File: src/rtl/DEF.sv
// DEF: shared tile-geometry constants for the tlut datapath
`ifndef DIM_A
`define DIM_A 2
`endif
`ifndef DIM_C
`define DIM_C 2
`endif
`ifndef DIM_B
`define DIM_B 3
`endif
`ifndef ACC_WIDTH
`define ACC_WIDTH 8
`endif
`ifndef OUT_WIDTH
`define OUT_WIDTH (`ACC_WIDTH + $clog2(`DIM_B))
`endif

File: src/rtl/tlut_pkg.sv
// tlut_pkg: shared types for the tlut product accumulation stage
package tlut_pkg;
    typedef enum logic [0:0] {IDLE = 1'b0, DRAIN = 1'b1} drain_state_t;
endpackage

File: src/rtl/drain_index_cnt.sv
// drain_index_cnt: row-major row/col wrap counter for draining a result tile
module drain_index_cnt #(
    parameter int ROWS = 2,
    parameter int COLS = 2,
    parameter int RW   = 1,
    parameter int CW   = 1
) (
    input  logic          clk,
    input  logic          rst_n,
    input  logic          clear,
    input  logic          advance,
    output logic [RW-1:0] row,
    output logic [CW-1:0] col,
    output logic          last
);
    logic [RW-1:0] r_row;
    logic [CW-1:0] r_col;
    logic          w_col_end;
    logic          w_row_end;
    assign w_col_end = r_col == CW'(COLS - 1);
    assign w_row_end = r_row == RW'(ROWS - 1);
    assign row  = r_row;
    assign col  = r_col;
    assign last = w_col_end & w_row_end;
    // step col inner, row outer, wrapping to (0,0) after the final element
    always_ff @(posedge clk) begin
        if (!rst_n || clear) begin
            r_row <= '0;
            r_col <= '0;
        end else if (advance) begin
            r_col <= w_col_end ? '0 : r_col + 1'b1;
            r_row <= w_col_end ? (w_row_end ? '0 : r_row + 1'b1) : r_row;
        end
    end
endmodule

File: src/rtl/tlut_prod_accum.sv
// tlut_prod_accum: sums DIM_B product windows per tile and drains via a double-buffered shadow bank
`ifndef DIM_A
`define DIM_A 2
`endif
`ifndef DIM_C
`define DIM_C 2
`endif
`ifndef DIM_B
`define DIM_B 3
`endif
`ifndef ACC_WIDTH
`define ACC_WIDTH 8
`endif
module tlut_prod_accum
    import tlut_pkg::*;
#(
    parameter int DIM_A     = `DIM_A,
    parameter int DIM_C     = `DIM_C,
    parameter int DIM_B     = `DIM_B,
    parameter int ACC_WIDTH = `ACC_WIDTH,
    parameter int OUT_WIDTH = ACC_WIDTH + $clog2(DIM_B),
    localparam int RW = (DIM_C > 1) ? $clog2(DIM_C) : 1,
    localparam int CW = (DIM_A > 1) ? $clog2(DIM_A) : 1,
    localparam int BW = (DIM_B > 1) ? $clog2(DIM_B) : 1
) (
    input  logic                                       clk,
    input  logic                                       rst_n,
    input  logic                                       clear,
    input  logic                                       win_done,
    input  logic [DIM_C-1:0][DIM_A-1:0][ACC_WIDTH-1:0] product_in,
    output logic                                       in_ready,
    output logic                                       overrun,
    output logic                                       out_valid,
    input  logic                                       out_ready,
    output logic [OUT_WIDTH-1:0]                       out_data,
    output logic [RW-1:0]                              out_row,
    output logic [CW-1:0]                              out_col,
    output logic                                       out_last
);
    logic [DIM_C-1:0][DIM_A-1:0][OUT_WIDTH-1:0] r_acc;
    logic [DIM_C-1:0][DIM_A-1:0][OUT_WIDTH-1:0] r_shadow;
    logic [DIM_C-1:0][DIM_A-1:0][OUT_WIDTH-1:0] w_sum;
    logic [BW-1:0]  r_win_cnt;
    logic           r_hold;
    logic           r_overrun;
    drain_state_t   r_state;
    logic           w_fire;
    logic           w_last;
    logic           w_final;
    logic           w_shadow_free;
    logic           w_acc_en;
    logic           w_complete;
    logic           w_load;
    assign in_ready      = ~r_hold;
    assign overrun       = r_overrun;
    assign out_valid     = r_state == DRAIN;
    assign out_last      = out_valid & w_last;
    assign out_data      = r_shadow[out_row][out_col];
    assign w_fire        = out_valid & out_ready;
    assign w_final       = w_fire & w_last;
    assign w_shadow_free = (r_state == IDLE) | w_final;
    assign w_acc_en      = win_done & ~r_hold & ~clear;
    assign w_complete    = w_acc_en & (r_win_cnt == BW'(DIM_B - 1));
    assign w_load        = ~clear & w_shadow_free & (w_complete | r_hold);
    drain_index_cnt #(.ROWS(DIM_C), .COLS(DIM_A), .RW(RW), .CW(CW)) u_idx (
        .clk     (clk),
        .rst_n   (rst_n),
        .clear   (clear),
        .advance (w_fire & ~clear),
        .row     (out_row),
        .col     (out_col),
        .last    (w_last)
    );
    // element-wise sum of the running accumulator and the zero-extended incoming window
    always_comb begin
        for (int c = 0; c < DIM_C; c++)
            for (int a = 0; a < DIM_A; a++)
                w_sum[c][a] = r_acc[c][a] + OUT_WIDTH'(product_in[c][a]);
    end
    // accumulate windows, hand finished tiles to the shadow bank, and sequence the drain
    always_ff @(posedge clk) begin
        if (!rst_n) begin
            r_acc     <= '0;
            r_shadow  <= '0;
            r_win_cnt <= '0;
            r_hold    <= 1'b0;
            r_state   <= IDLE;
        end else if (clear) begin
            r_acc     <= '0;
            r_win_cnt <= '0;
            r_hold    <= 1'b0;
            r_state   <= IDLE;
        end else if (w_load) begin
            r_shadow  <= r_hold ? r_acc : w_sum;
            r_acc     <= '0;
            r_win_cnt <= '0;
            r_hold    <= 1'b0;
            r_state   <= DRAIN;
        end else begin
            if (w_acc_en) r_acc <= w_sum;
            if (w_complete) r_hold <= 1'b1;
            else if (w_acc_en) r_win_cnt <= r_win_cnt + 1'b1;
            if (w_final) r_state <= IDLE;
        end
    end
    // flag a window that arrived while the stage was holding a finished tile
    always_ff @(posedge clk) begin
        if (!rst_n) r_overrun <= 1'b0;
        else r_overrun <= win_done & r_hold & ~clear;
    end
endmodule

File: config.mk
export PLATFORM = sky130hd
export DESIGN_NAME = tlut_prod_accum
export DESIGN_NICKNAME = d
export VERILOG_FILES = /design/src/rtl/DEF.sv /design/src/rtl/tlut_pkg.sv /design/src/rtl/drain_index_cnt.sv /design/src/rtl/tlut_prod_accum.sv
export SDC_FILE = /design/constraint.sdc
export NUM_CORES = 1
export LEC_CHECK = 0
export ABC_AREA = 1
export BUFFER_PORTS_ARGS = -buffer_cell sky130_fd_sc_hd__buf_4
export CAP_MARGIN = 20
export CORE_MARGIN = 3
export CORE_UTILIZATION = 31
export DETAILED_ROUTE_END_ITERATION = 8
export SYNTH_ARGS = -nofsm -noshare
export SYNTH_HDL_FRONTEND = slang
export SYNTH_HIERARCHICAL = 1
export SYNTH_SLANG_ARGS = --single-unit
export TNS_END_PERCENT = 50
File: constraint.sdc
create_clock -name clk -period 1.9 [get_ports clk]
set_input_delay 0.19 -clock clk [delete_from_list [all_inputs] [get_ports clk]]
set_output_delay 0.19 -clock clk [all_outputs]
set_load 0.01 [all_outputs]
==> impl_metrics.py, run 1 <==
metrics = {
    "finish": {
        "final_cell_mix": "nand2_1, a21oi_1, dfxtp_1",
        "instances_no_fill": 1127,
        "multi_input_area_sq_um": 3350,
        "drive_gt1_share_pct": 14.0,
        "num-nets-final": 971,
        "design_area_sq_um": 6560,
        "final_common_cell": "nand2_1",
        "regArea_sq_um": 1750,
        "fillers": 1883,
        "diodes": 0,
        "area.growth.synth_to_final_pct": 17.8,
    },
    "drt": {
        "ant_nets": 0,
        "drt_iter0_drc": 318,
        "drc_errors": 0,
        "drt_wl_total_mm": 15.6,
        "firstDrtPassIters": 5,
        "viasPerCell": 4.85,
        "routedWlPerCell_um": 13.8,
        "vias": 5464,
    },
    "place": {
        "place.gp.congestion": 0.838,
        "port_buffers": 52,
        "dpl.hpwl_mm": 11.3,
        "dpl_cell_area_sq_um": 6210,
        "placedCellCount": 1110,
    },
    "die": {
        "ioPinCount": 53,
        "die_w_um": 140,
        "dieArea_sq_um": 19600,
        "initial_core_util_pct": 32.0,
        "die_h_um": 140,
        "rows": 48,
        "fp.coreArea_sq_um": 17400,
    },
    "power_and_ir_drop": {
        "peakVddDrop_v": 0.000439,
        "power_mw": 4.25,
        "p_leak_nw": 3.17,
        "power_density_nw_per_um2": 648,
    },
    "global_routing": {
        "antenna_found_initial": 0,
        "grt_pass1_vias": 5126,
        "grt-ovfl-total": 0,
        "grt_max_degree": 48,
        "track_usage_pct": 15.9,
        "grt_pass1_wl_mm": 25.6,
    },
    "cts": {
        "cts_buffer_depth": 2,
        "clock_latency_ps": 350,
        "clk_root_buffer_cell": "clkbuf_16",
        "numCtsBuffers": 9,
        "clock_sink_count": 87,
        "cts_tree": "yes",
        "h-tree-depth": 3,
        "cts_hold_buf": 0,
        "clkTransAtPathRegs_ps": 70,
    },
    "worst_setup_path": {
        "critPathKind": "flop to primary output",
        "required_ps": 1710,
        "worst_setup_path_end_kind": "primary output",
        "cp-start-kind": "flop",
        "crit_arrival_ps": 1620,
        "crit_fanout": 16,
    },
    "timing": {
        "grt_setup_unrepaired": "no",
        "finalSetupTns_ps": 0,
        "skew_ps": 8.17,
        "fmax_ghz": 0.553,
        "min_period_ps": 1810,
        "relSlewSlack_pct": 65.5,
        "hold_violations": 0,
        "period_share_pct": 95.2,
        "setup_violations": 0,
        "tightest_slew_ps": 518,
        "report.final.slew_viol_count": 0,
    },
    "outcome": {
        "status": "finished, final reports clean",
    },
    "logic_synthesis": {
        "postSynthNetCount": 922,
        "ys_types": 33,
        "yosysTopAreaCellShare_pct": 31.3,
        "ys_dominant_reg_cell": "dfxtp_1",
        "yosysTopAreaCell": "dfxtp_1",
        "netlist_instances": 848,
        "synth-seq-cells": 87,
        "syn_area_sq_um": 5570,
        "synth_warnings": 6,
        "syn_area_per_cell_sq_um": 6.56,
        "synthArstFlopShare_pct": 0,
        "yosysSeqAreaShare_pct": 31.3,
        "synth_edf_count": 0,
        "synth.area.top_cells": "dfxtp_1, nand2_1, a21oi_1",
    },
    "run": {
        "cap_violations": 0,
    },
    "hold_path": {
        "hp-class": "input pin to flop",
    },
}
state kept, by name (all words and copies together), names as in the netlist:
signal and cells:
u_idx/col 1, r_hold 1, out_valid 1, r_shadow 40, r_acc 40, r_win_cnt 2, u_idx/row 1, overrun 1
path summary, 6_finish.rpt:
path,start,end,slack (ps),depth (start not counted)
max reg2reg,r_acc[0],r_shadow[2],150,7
min,clear,overrun,70,2
min reg2reg,r_win_cnt[0],r_win_cnt[0],470,2
max,u_idx/col,out_data[4],90,5
per-layer routing:
metal  GRT usage (%)  routed length (um)
met1            22.1                7900
met2            25.5                6960
met3            3.62                 585
met4            3.21                 135
met5               0                   0
cell usage after synthesis, types with 5 or more instances:
cell type	n
a21oi_2	10
o21a_1	7
a21oi_1	97
buf_2	11
o22ai_1	10
o21ai_0	67
ha_1	33
xor2_1	11
nand2_1	231
clkbuf_1	20
a21boi_0	5
nand3b_1	11
inv_1	80
nor2_1	79
nand3_1	46
dfxtp_1	87
o21ai_1	11
through the flow:
| step | setup slack [ps] | utilization, % | hold slack [ps] |
|---|---|---|---|
| CTS | 8.64 | 37.4 | 57.7 |
| floorplan | 131 | - | 266 |
| global placement | 58.4 | 35.7 | 436 |
| detailed placement | 21.6 | 35.7 | 430 |
| global route | 0.204 | 37.6 | 64.6 |
| finish | 92.0 | 37.6 | 65.7 |
worst max-delay path, stage by stage, from the launching register on:
cell and delay, ps:
dfxtp_1 310, buf_4 190, inv_1 170, o21ai_0 150
o22ai_1 270, buf_4 180
final cells by class:
type | instances | share of cell area (%)
timing repair buffer | 75 | 8.65
tap | 225 | 4.29
clock inverter | 6 | 1.07
inverter | 84 | 4.83
clock buffer | 10 | 3.49
multi-input combinational | 640 | 51.0
sequential | 87 | 26.6
cell families (layout without fill, tap and decap cells):
kind of cell / count (synthesis) / after routing / synth area share (%)
fa+ha+maj: 37 / 37 / 8.86
xor+xnor: 12 / 12 / 1.89
simple gates: 383 / 383 / 28.5
flops: 87 / 87 / 31.3
buf+inv: 121 / 175 / 9.10
compound gates: 208 / 208 / 20.3
report_power, final:
group	internal, mW	total, mW	switching (mW)
Sequential	1.85	1.88	0.0255
Combinational	0.226	0.555	0.329
Clock	1.03	1.82	0.791
timing repair:
item                                    in CTS  in global routing
gates resized for setup                      1                 18
buffers inserted                             0                  1
cloned                                       0                  0
pin swaps                                    0                  1
endpoints found under the setup margin       1                 22
Note: power is estimated with default switching activity, not from simulation.
==> run 2: changes to the inputs <==
Settings changed: CELL_PAD_IN_SITES_DETAIL_PLACEMENT set to 1, CELL_PAD_IN_SITES_GLOBAL_PLACEMENT set to 2, PLACE_DENSITY set to 0.78.
==> run 2 against run 1 <==
First-iteration DRC count decreased by 39%. Register-to-register slack got worse by 50 ps. Critical path depth decreased by 1. Hold slack improved by 18 ps.
==> impl_metrics.py, run 2 (synthesis gave the netlist of run 1 again) <==
metrics = {
    "cts": {
        "numCtsBuffers": 9,
        "clock_latency_ps": 350,
        "h-tree-depth": 3,
        "cts_buffer_depth": 2,
        "clock_sink_count": 87,
        "clk_root_buffer_cell": "clkbuf_16",
        "clkTransAtPathRegs_ps": 60,
        "cts_tree": "yes",
    },
    "drt": {
        "firstDrtPassIters": 4,
        "routedWlPerCell_um": 16.0,
        "drt_iter0_drc": 193,
        "drt_wl_total_mm": 18.0,
        "vias": 5638,
        "drc_errors": 0,
        "ant_nets": 0,
        "viasPerCell": 5.01,
    },
    "place": {
        "dpl_cell_area_sq_um": 6240,
        "pre_cts_slack_ps": -23.5,
        "place.gp.congestion": 0.881,
        "port_buffers": 52,
        "dpl.hpwl_mm": 13.3,
    },
    "worst_setup_path": {
        "slowest_stage": "dfxtp_1",
        "crit_fanout": 22,
        "r2r-end": "r_acc[16]",
        "worst_path_most_repeated_cell": "buf_4",
        "crit_family": "buffers and inverters",
        "r2r_cells": 11,
        "worst_setup_path_end_kind": "primary output",
        "reg2reg_from": "r_acc[10]",
        "startpoint": "u_idx/row",
        "path_cells": "buf_4 > o21ai_0 > o22ai_1 > buf_4",
        "crit_end": "out_data[4]",
        "crit_buf_inv": 2,
        "crit_arrival_ps": 1620,
        "worst-path-stages": 4,
        "critPathKind": "flop to primary output",
        "critPathMaxStageDelay_ps": 420,
        "required_ps": 1710,
        "cp-start-kind": "flop",
        "ff2ff_setup_slack_ps": 100,
    },
    "power_and_ir_drop": {
        "power_density_nw_per_um2": 667,
        "peakVddDrop_v": 0.000420,
        "power_mw": 4.44,
        "p_leak_nw": 3.21,
    },
    "finish": {
        "design_area_sq_um": 6650,
        "fillers": 2287,
        "area.growth.synth_to_final_pct": 19.5,
        "largest_registers": "r_acc x40, r_shadow x40, r_win_cnt x2",
        "regArea_sq_um": 1740,
        "diodes": 0,
        "num-nets-final": 970,
        "drive_gt1_share_pct": 14.3,
        "multi_input_area_sq_um": 3380,
        "final_cell_mix": "nand2_1, a21oi_1, dfxtp_1",
        "final_common_cell": "nand2_1",
    },
    "global_routing": {
        "grt_pass1_vias": 5962,
        "grt-ovfl-total": 0,
        "grt_max_degree": 48,
        "grt_pass1_wl_mm": 29.8,
        "track_usage_pct": 18.6,
        "antenna_found_initial": 0,
    },
    "timing": {
        "timing.final.ws_setup_ps": 93.5,
        "relSlewSlack_pct": 66.1,
        "skew_ps": 9.26,
        "tightest_slew_ps": 509,
        "period_share_pct": 95.1,
        "setup_violations": 0,
        "min_period_ps": 1810,
        "holdWs_ps": 83.8,
        "fmax_ghz": 0.554,
        "grt_setup_unrepaired": "yes",
        "report.final.slew_viol_count": 0,
        "hold_violations": 0,
        "finalSetupTns_ps": 0,
    },
    "die": {
        "initial_core_util_pct": 32.0,
        "rows": 48,
        "die_w_um": 140,
        "fp.coreArea_sq_um": 17400,
        "dieArea_sq_um": 19600,
        "die_h_um": 140,
        "ioPinCount": 53,
    },
    "hold_path": {
        "worstHoldStart": "clear",
        "hp-class": "input pin to flop",
    },
    "run": {
        "cap_violations": 0,
    },
    "outcome": {
        "status": "finished, final reports clean",
    },
}
## run 2: changes by cell type in the layout (fill, tap and decap cells not counted), sizes merged
cell / change
bufinv: +1
clkinvlp: -2
clkinv: +2
inv: -1
buf: -1
## run 2: metrics by stage
step	std cells	util (%)
global placement	1109	35.8
global route	1126	38.2
detailed placement	1109	35.8
finish	1126	38.2
CTS	1125	37.8
floorplan	848	-
## run 2: report_power, final
part | internal (mW) | switching (mW)
registers | 1.85 | 0.0271
clock network | 1.20 | 0.786
logic | 0.231 | 0.347
total | 3.28 | 1.16
## run 2: cell type report
type	instances	share of cell area, %
tap	225	4.23
clock buffer	10	3.59
timing repair buffer	74	8.98
multi-input combinational	640	50.8
clock inverter	6	1.41
inverter	84	4.76
sequential	87	26.2
## run 2: what timing repair did
action | in CTS | in global routing
hold buffers | 0 | 0
endpoints found under the setup margin | 3 | 30
gates resized for setup | 4 | 20
setup buffers | 0 | 1
gates cloned | 0 | 0
pin swaps | 0 | 3
## run 2: worst min-delay path by stage
| stage | endpoint | slack [ps] | cells past startpoint |
|---|---|---|---|
| after CTS | overrun | 80 | 2 |
| after global placement | overrun | 430 | 2 |
| final | overrun | 80 | 2 |
| after global routing | overrun | 80 | 2 |
| after detailed placement | overrun | 440 | 2 |
| after floorplan | overrun | 270 | 1 |
## run 2: layer usage
metal	vias to the layer above	wire length (um)	track usage, %
met5	-	0	0
met4	0	100	3.26
met3	9	564	3.21
met2	71	8560	31.5
met1	2689	8760	25.1
li1	2869	-	-
==> run 3: changes to the inputs <==
Settings changed: CELL_PAD_IN_SITES_GLOBAL_PLACEMENT 2 to 1, PLACE_DENSITY 0.78 to 0.64.
==> run 3 against run 2 <==
Clock skew increased by 0.53 ps. Critical path depth increased by 1. Clock power increased by 3%. Cell count increased by 0.36%. Utilization increased by 0.22 points. Wire length decreased by 4.7%. Via count decreased by 0.76%. Combinational power decreased by 1%. First-iteration DRC count decreased by 7.8%. Flip-flop and latch count unchanged. Largest power group unchanged. Highest routed layer unchanged.
==> impl_metrics.py, run 3 (synthesis gave the netlist of run 1 again) <==
metrics = {
    "outcome": {
        "status": "finished, final reports clean",
    },
    "cts": {
        "clock_latency_ps": 350,
        "cts_buffer_depth": 2,
        "cts_tree": "yes",
        "cts_hold_buf": 0,
        "numCtsBuffers": 9,
        "h-tree-depth": 3,
        "clkTransAtPathRegs_ps": 60,
        "clock_sink_count": 87,
        "clk_root_buffer_cell": "clkbuf_16",
    },
    "drt": {
        "topRoutingLayerUsed": "met4",
        "routed-wl-met2_mm": 7.80,
        "wl_met1_mm": 8.67,
        "wl_met3_um": 456,
        "ant_nets": 0,
        "viasPerCell": 4.95,
        "drc_errors": 0,
        "drt_wl_total_mm": 17.1,
        "drt_iter0_drc": 178,
        "routedWlPerCell_um": 15.2,
        "firstDrtPassIters": 4,
        "vias": 5595,
    },
    "global_routing": {
        "grt-ovfl-total": 0,
        "antenna_found_initial": 0,
        "track_usage_pct": 17.8,
        "grt_pass1_vias": 5593,
        "grt_pass1_wl_mm": 28.5,
        "grt_max_degree": 48,
    },
    "worst_setup_path": {
        "slowest_stage": "dfxtp_1",
        "worst_setup_path_end_kind": "primary output",
        "critPathMaxStageDelay_ps": 340,
        "crit_fanout": 6,
        "worst_path_most_repeated_cell": "buf_4",
        "crit_arrival_ps": 1640,
        "cp-start-kind": "flop",
        "path_cells": "buf_4 > clkinvlp_2 > o21ai_0 > o22ai_1 > buf_4",
        "required_ps": 1710,
        "critPathKind": "flop to primary output",
    },
    "power_and_ir_drop": {
        "power_mw": 4.49,
        "peakVddDrop_v": 0.000427,
        "power_density_nw_per_um2": 672,
        "p_leak_nw": 3.22,
    },
    "place": {
        "port_buffers": 52,
        "place.gp.congestion": 0.804,
        "dpl.hpwl_mm": 12.9,
        "pre_cts_slack_ps": -52.2,
    },
    "hold_path": {
        "hp-class": "input pin to flop",
    },
    "timing": {
        "timing.final.ws_setup_ps": 70.4,
        "hold_violations": 0,
        "min_period_ps": 1830,
        "relSlewSlack_pct": 63.7,
        "fmax_ghz": 0.547,
        "tightest_slew_ps": 544,
        "skew_ps": 9.80,
        "report.final.slew_viol_count": 0,
        "period_share_pct": 96.3,
        "setup_violations": 0,
    },
    "finish": {
        "final_cell_mix": "nand2_1, a21oi_1, dfxtp_1",
        "largest_registers": "r_acc x40, r_shadow x40, r_win_cnt x2",
        "num-nets-final": 974,
        "fillers": 2270,
        "final_common_cell": "nand2_1",
        "area.growth.synth_to_final_pct": 20.2,
        "drive_gt1_share_pct": 14.9,
        "diodes": 0,
    },
    "die": {
        "initial_core_util_pct": 32.0,
        "die_w_um": 140,
        "rows": 48,
        "die_h_um": 140,
        "dieArea_sq_um": 19600,
        "fp.coreArea_sq_um": 17400,
        "ioPinCount": 53,
    },
    "run": {
        "cap_violations": 0,
    },
}
[run 3: changes by cell type in the layout (fill, tap and decap cells not counted), sizes merged]
cell,before,now
buf,74,77
bufinv,2,3
clkinvlp,1,3
inv,82,80
[run 3: report_power, final]
group | leakage [nW] | internal, mW | switching, mW
clock network | 0.166 | 1.28 | 0.758
registers | 0.705 | 1.85 | 0.0268
logic | 2.35 | 0.231 | 0.340
[run 3: path summary, 6_finish.rpt]
kind              slack (ps)            to          from  cells after the start
setup / recovery          70   out_data[9]     u_idx/row                      5
hold / removal            80       overrun         clear                      2
setup reg to reg         160   r_shadow[7]      r_acc[4]                      8
hold reg to reg          480  r_win_cnt[1]  r_win_cnt[1]                      2
[run 3: critical path, delay by kind of cell, from the launching register on]
kind,cells,cell delay [ps]
DFF,1,340
AOI/OAI and AO/OA,2,420
buffers and inverters,3,540
[run 3: area by class of cell]
cell class | instances | area (sq um) | area share (%)
multi-input cells | 640 | 3390 | 50.6
flip-flops and latches | 87 | 1750 | 26.1
repair buffers | 77 | 607 | 9.07
inverters | 84 | 324 | 4.85
well taps | 225 | 282 | 4.21
clock buffers | 10 | 229 | 3.42
clock inverters | 6 | 109 | 1.63
repair inverters | 1 | 5.00 | 0.0748
[run 3: metrics by stage]
step	setup TNS [ps]	utilization, %	instances	hold WS, ps	cell area [sq um]
after detailed placement	-52.2	35.8	1111	430	6230
after global routing	-5.96	38.4	1130	80.4	6690
after global placement	0	35.8	1111	434	6230
after CTS	0	37.8	1127	62.7	6580
final	0	38.4	1130	75.4	6690
after floorplan	0	-	848	266	5570
[run 3: timing repair]
item	in CTS	in global routing
setup buffers	0	2
resized for setup	5	25
pin swaps	1	4
setup endpoints to repair	8	29
endpoints found under the hold margin	0	0
gates cloned	0	1
[run 3: layer usage]
metal | track usage [%] | up-vias
met5 | 0 | -
met4 | 3.67 | 0
met3 | 3.52 | 22
met2 | 29.2 | 70
met1 | 24.5 | 2625
li1 | - | 2878
